File: config.mk
export PLATFORM = sky130hd
export DESIGN_NAME = led_pwm_fader
export DESIGN_NICKNAME = d
export VERILOG_FILES = /design/src/rtl/led_pwm_fader.sv
export SDC_FILE = /design/constraint.sdc
export NUM_CORES = 1
export LEC_CHECK = 0
export BUFFER_PORTS_ARGS = -buffer_cell sky130_fd_sc_hd__buf_2
export CAP_MARGIN = 25
export CORE_ASPECT_RATIO = 0.8
export CORE_MARGIN = 2
export CORE_UTILIZATION = 56
export DETAILED_ROUTE_END_ITERATION = 10
export HOLD_SLACK_MARGIN = 0.06
export PLACE_DENSITY = 0.82
export SYNTH_ARGS = -nofsm -noshare
export SYNTH_HDL_FRONTEND = slang
export SYNTH_SLANG_ARGS = --single-unit
File: constraint.sdc
create_clock -name clk -period 2.5 [get_ports clk]
set_input_delay 0.5 -clock clk [delete_from_list [all_inputs] [get_ports clk]]
set_output_delay 0.5 -clock clk [all_outputs]
set_load 0.005 [all_outputs]
File: src/rtl/led_pwm_fader.sv
// Eight-channel PWM LED dimmer with saturating linear fade toward on/off targets.
// Define LED_PWM_FADER_GAMMA_EN to map levels through an approximate gamma-2.0 curve.
module led_pwm_fader #(
   parameter int unsigned PWM_BITS = 8,
   parameter int unsigned FADE_DIV = 383
) (
   input  logic       clk,
   input  logic       rst,
   input  logic [7:0] req,
   output logic [7:0] led,
   output logic       busy
);

   localparam int unsigned         PRE_W    = (FADE_DIV > 1) ? $clog2(FADE_DIV) : 1;
   localparam logic [PWM_BITS-1:0] MAX      = '1;
   localparam logic [PRE_W-1:0]    PRE_LAST = PRE_W'(FADE_DIV - 1);

   logic [PWM_BITS-1:0] pwm_cnt_q, pwm_cnt_d;
   logic [PRE_W-1:0]    pre_q, pre_d;
   logic [PWM_BITS-1:0] lvl_q [8];
   logic [PWM_BITS-1:0] lvl_d [8];
   logic [PWM_BITS-1:0] shd_q [8];
   logic [PWM_BITS-1:0] shd_d [8];
   logic [7:0]          led_q, led_d;
   logic                busy_q, busy_d;
   logic                frame_end;
   logic                step;

`ifdef LED_PWM_FADER_GAMMA_EN
   // Top level stays fully on; squaring alone would stop one code short of MAX.
   function automatic logic [PWM_BITS-1:0] duty_of(input logic [PWM_BITS-1:0] l);
      logic [2*PWM_BITS-1:0] sq;
      sq = {{PWM_BITS{1'b0}}, l} * {{PWM_BITS{1'b0}}, l};
      if (l == MAX) duty_of = MAX;
      else          duty_of = PWM_BITS'(sq >> PWM_BITS);
   endfunction
`else
   function automatic logic [PWM_BITS-1:0] duty_of(input logic [PWM_BITS-1:0] l);
      duty_of = l;
   endfunction
`endif

   always_comb begin
      frame_end = (pwm_cnt_q == MAX);
      step      = frame_end && (pre_q == PRE_LAST);
      pwm_cnt_d = pwm_cnt_q + PWM_BITS'(1);
      pre_d     = pre_q;
      if (frame_end) pre_d = step ? '0 : pre_q + PRE_W'(1);
      busy_d    = 1'b0;
      led_d     = '0;
      for (int unsigned i = 0; i < 8; i++) begin
         lvl_d[i] = lvl_q[i];
         if (step) begin
            if (req[i] && (lvl_q[i] != MAX))       lvl_d[i] = lvl_q[i] + PWM_BITS'(1);
            else if (!req[i] && (lvl_q[i] != '0))  lvl_d[i] = lvl_q[i] - PWM_BITS'(1);
         end
         // Shadow takes the post-step level so the new duty starts on the next frame.
         shd_d[i] = frame_end ? duty_of(lvl_d[i]) : shd_q[i];
         led_d[i] = (shd_q[i] == MAX) || (shd_q[i] > pwm_cnt_q);
         busy_d   = busy_d | (lvl_q[i] != (req[i] ? MAX : '0));
      end
   end

   always_ff @(posedge clk) begin
      if (rst) begin
         pwm_cnt_q <= '0;
         pre_q     <= '0;
         lvl_q     <= '{default: '0};
         shd_q     <= '{default: '0};
         led_q     <= '0;
         busy_q    <= 1'b0;
      end else begin
         pwm_cnt_q <= pwm_cnt_d;
         pre_q     <= pre_d;
         lvl_q     <= lvl_d;
         shd_q     <= shd_d;
         led_q     <= led_d;
         busy_q    <= busy_d;
      end
   end

   assign led  = led_q;
   assign busy = busy_q;

endmodule

==> run_results.csv <==
group,metric,value,unit
routing,vias_per_cell,6.38,
yosys,yosysTopAreaCellShare,0.312,
routing,vias,9214,
timing,slew_violations,0,
power_and_ir_drop,ir_drop,0.403,mV
status,status,"finished, final reports clean",
setup_path,start_kind,"register",
timing,max_freq,0.431,GHz
setup_path,crit_required,2790,ps
cells_and_area,final_area,10900,um^2
routing,drtIter0Drc,551,
yosys,synth_edf_count,0,
floorplanning,rows,43,
floorplanning,core_area,17300,um^2
yosys,synth_top_family_by_area,"simple AND/OR/NAND/NOR gates",
setup_path,crit_path_end_kind,"register",
global_routing,grt_usage,0.272,
timing,worst_slew_pin_slew,635,ps
yosys,synth_area_leaders,"dfxtp_1, ha_1, nor2_1",
power_and_ir_drop,p_leak,3.98,nW
yosys,ys_seq_area_frac,0.312,
cells_and_area,n_fill_cell,1479,
global_routing,grt_pass1_vias,8384,
timing,worst_slack,178,ps
setup_path,crit_chain,"inv_1 > ha_1 > or4b_2 > o311a_1 > o211ai_1 > xor2_1 > a211oi_1",
global_routing,grt_pass1_wl,41600,um
routing,routed.top_layer,"met4",
place,io_buffers,18,
power_and_ir_drop,p_per_area,508,nW/um^2
yosys,ys_types,75,
routing,drtAntennaViolNets,0,
yosys,synthMuxAreaShare,0.00202,
yosys,syn_area,9890,um^2
routing,drc_errors,0,
clocking,htree_num_levels,4,
global_routing,antenna_found_initial,1,
setup_path,crit_slowest_cell,"or4b_2",
floorplanning,die_area,18800,um^2
clocking,cts_tree,"built",
timing,tns,0,ps
yosys,synth-xor-area-share,0.0478,
floorplanning,start_util,0.571,
hold_path,hold_path_class,"register to register",
yosys,synthArstFlopShare,0,
timing,setup_viol,0,
clocking,cts_buffers,17,
routing,dr_wl_met2,11300,um
routing,dr_wl_met3,1520,um
place,dpl_worst_slack,132,ps
yosys,synth_nets,1314,
routing,drt-met1-wl,11800,um
setup_path,path_buf_inv,1,
cells_and_area,multiInputGateArea,6330,um^2
clocking,cts_hold_buf,0,
place,gp_congestion,0.919,
timing,hold_viol,0,
yosys,post_synth.cell_area_avg,8.16,um^2
cells_and_area,final_common_cell,"nor2_1",
clocking,clk_pin_slew,60,ps
cells_and_area,stdcell_count,1444,
global_routing,overflow,0,
place,placedCellCount,1411,
yosys,yosysTopAreaCell,"dfxtp_1",
routing,finalWirelength,25200,um
clocking,clk_latency,430,ps
floorplanning,fp.dieW,153,um
timing,hold_slack,518,ps
setup_path,cp_data_arrival_time,2610,ps
clocking,clk_path_buf_depth,2,
floorplanning,ios,19,
timing,max_slew_margin,0.576,
timing,clock_skew,7.73,ps
routing,dr.pass1.iters,5,
setup_path,worstSetupPathType,"register to register",
cells_and_area,areaGrowthSynthToFinish,10.3,%
yosys,synth-seq-cells,154,
yosys,synthSimpleGateAreaFrac,0.245,
yosys,yosysWarnings,0,
cells_and_area,final_util,0.630,
setup_path,max_stage_delay,620,ps
yosys,synth_compound_area_frac,0.228,
setup_path,crit_fanout,7,
place,place_area,10300,um^2
timing,post-route-min-period,2320,ps
flow_run,max-cap-violations,0,
cells_and_area,layout_common_cells,"nor2_1, dfxtp_1, ha_1, a211oi_1, nand2_1",
yosys,syn_inst,1213,
global_routing,grt_max_degree,59,
yosys,synth-adder-area-share,0.115,
place,hpwl,17400,um
clocking,cts-root-buf,"clkbuf_16",
yosys,ys.flop_type,"dfxtp_1",
cells_and_area,seq_area,3080,um^2
floorplanning,die_y,123,um
power_and_ir_drop,p_total,5.55,mW
clocking,numClockSinks,154,
setup_path,critPathTopFamily,"compound AO/OA/AOI/OAI gates",
routing,wl_per_cell,17.5,um
timing,fin_crit_sh,0.929,
cells_and_area,final_nets,1306,
cells_and_area,layout-drive-gt1-share,0.0911,
-- routing by layer --
layer / vias to the layer above / track usage
met5: - / 0
met4: 0 / 0.0978
met3: 62 / 0.0452
met2: 322 / 0.436
met1: 4273 / 0.374
li1: 4557 / -
-- worst paths after layout --
kind / start / end / slack [ps] / cells after the start
setup / recovery: lvl_q[33]$_SDFF_PP0_ / shd_q[38]$_SDFFE_PP0N_ / 180 / 7
hold / removal: pwm_cnt_q[6]$_SDFF_PP0_ / pwm_cnt_q[6]$_SDFF_PP0_ / 520 / 2
setup reg to reg: lvl_q[33]$_SDFF_PP0_ / shd_q[38]$_SDFFE_PP0N_ / 180 / 7
hold reg to reg: pwm_cnt_q[6]$_SDFF_PP0_ / pwm_cnt_q[6]$_SDFF_PP0_ / 520 / 2
-- tightest hold or removal path, cell delays in order, from the launching register on --
cell	delay, ps
dfxtp_1	330
o21ai_0	80
a21oi_1	60
-- flip-flops by register name (all words and copies together) (netlist names) --
name and count:
lvl_q 64, led 8, shd_q 64, pwm_cnt_q 8
pre_q 9, busy 1
-- logic make-up (layout without fill, tap and decap cells) --
family / after synthesis / after routing
compound gates: 319 / 319
flops: 154 / 154
simple gates: 465 / 465
fa+ha+maj: 91 / 91
mux: 2 / 2
buf+inv: 128 / 133
other cells: 0 / 1
xor+xnor: 54 / 54
-- cells in the mapped netlist, drive strengths merged (17+ instances only) --
library cell  number
a2111oi           17
a211oi            68
a21oi             44
a31oi             25
clkbuf            68
dfxtp            154
ha                91
inv               47
nand2             53
nand3             44
nand4             36
nor2             174
nor3              40
nor4              18
o211ai            38
o21ai             36
xnor2             20
xor2              34
-- final cells by class --
class,instances,area share
inverters,47,0.0162
diodes,1,0.000229
repair buffers,54,0.0378
multi-input cells,931,0.580
well taps,225,0.0258
flip-flops and latches,154,0.282
clock buffers,21,0.0422
clock inverters,11,0.0155
-- where the power goes --
part | leakage [nW] | switching [mW] | internal [mW]
combinational | 2.44 | 0.188 | 0.119
clock | 0.295 | 1.04 | 1.72
sequential | 1.24 | 0.00865 | 2.47
-- what timing repair did --
| action | in CTS | in global routing |
|---|---|---|
| endpoints found under the setup margin | 0 | 3 |
| resized for setup | 0 | 2 |
| hold endpoints to repair | 0 | 0 |
| buffers inserted | 0 | 0 |
Power figures use the tool's default switching activity.
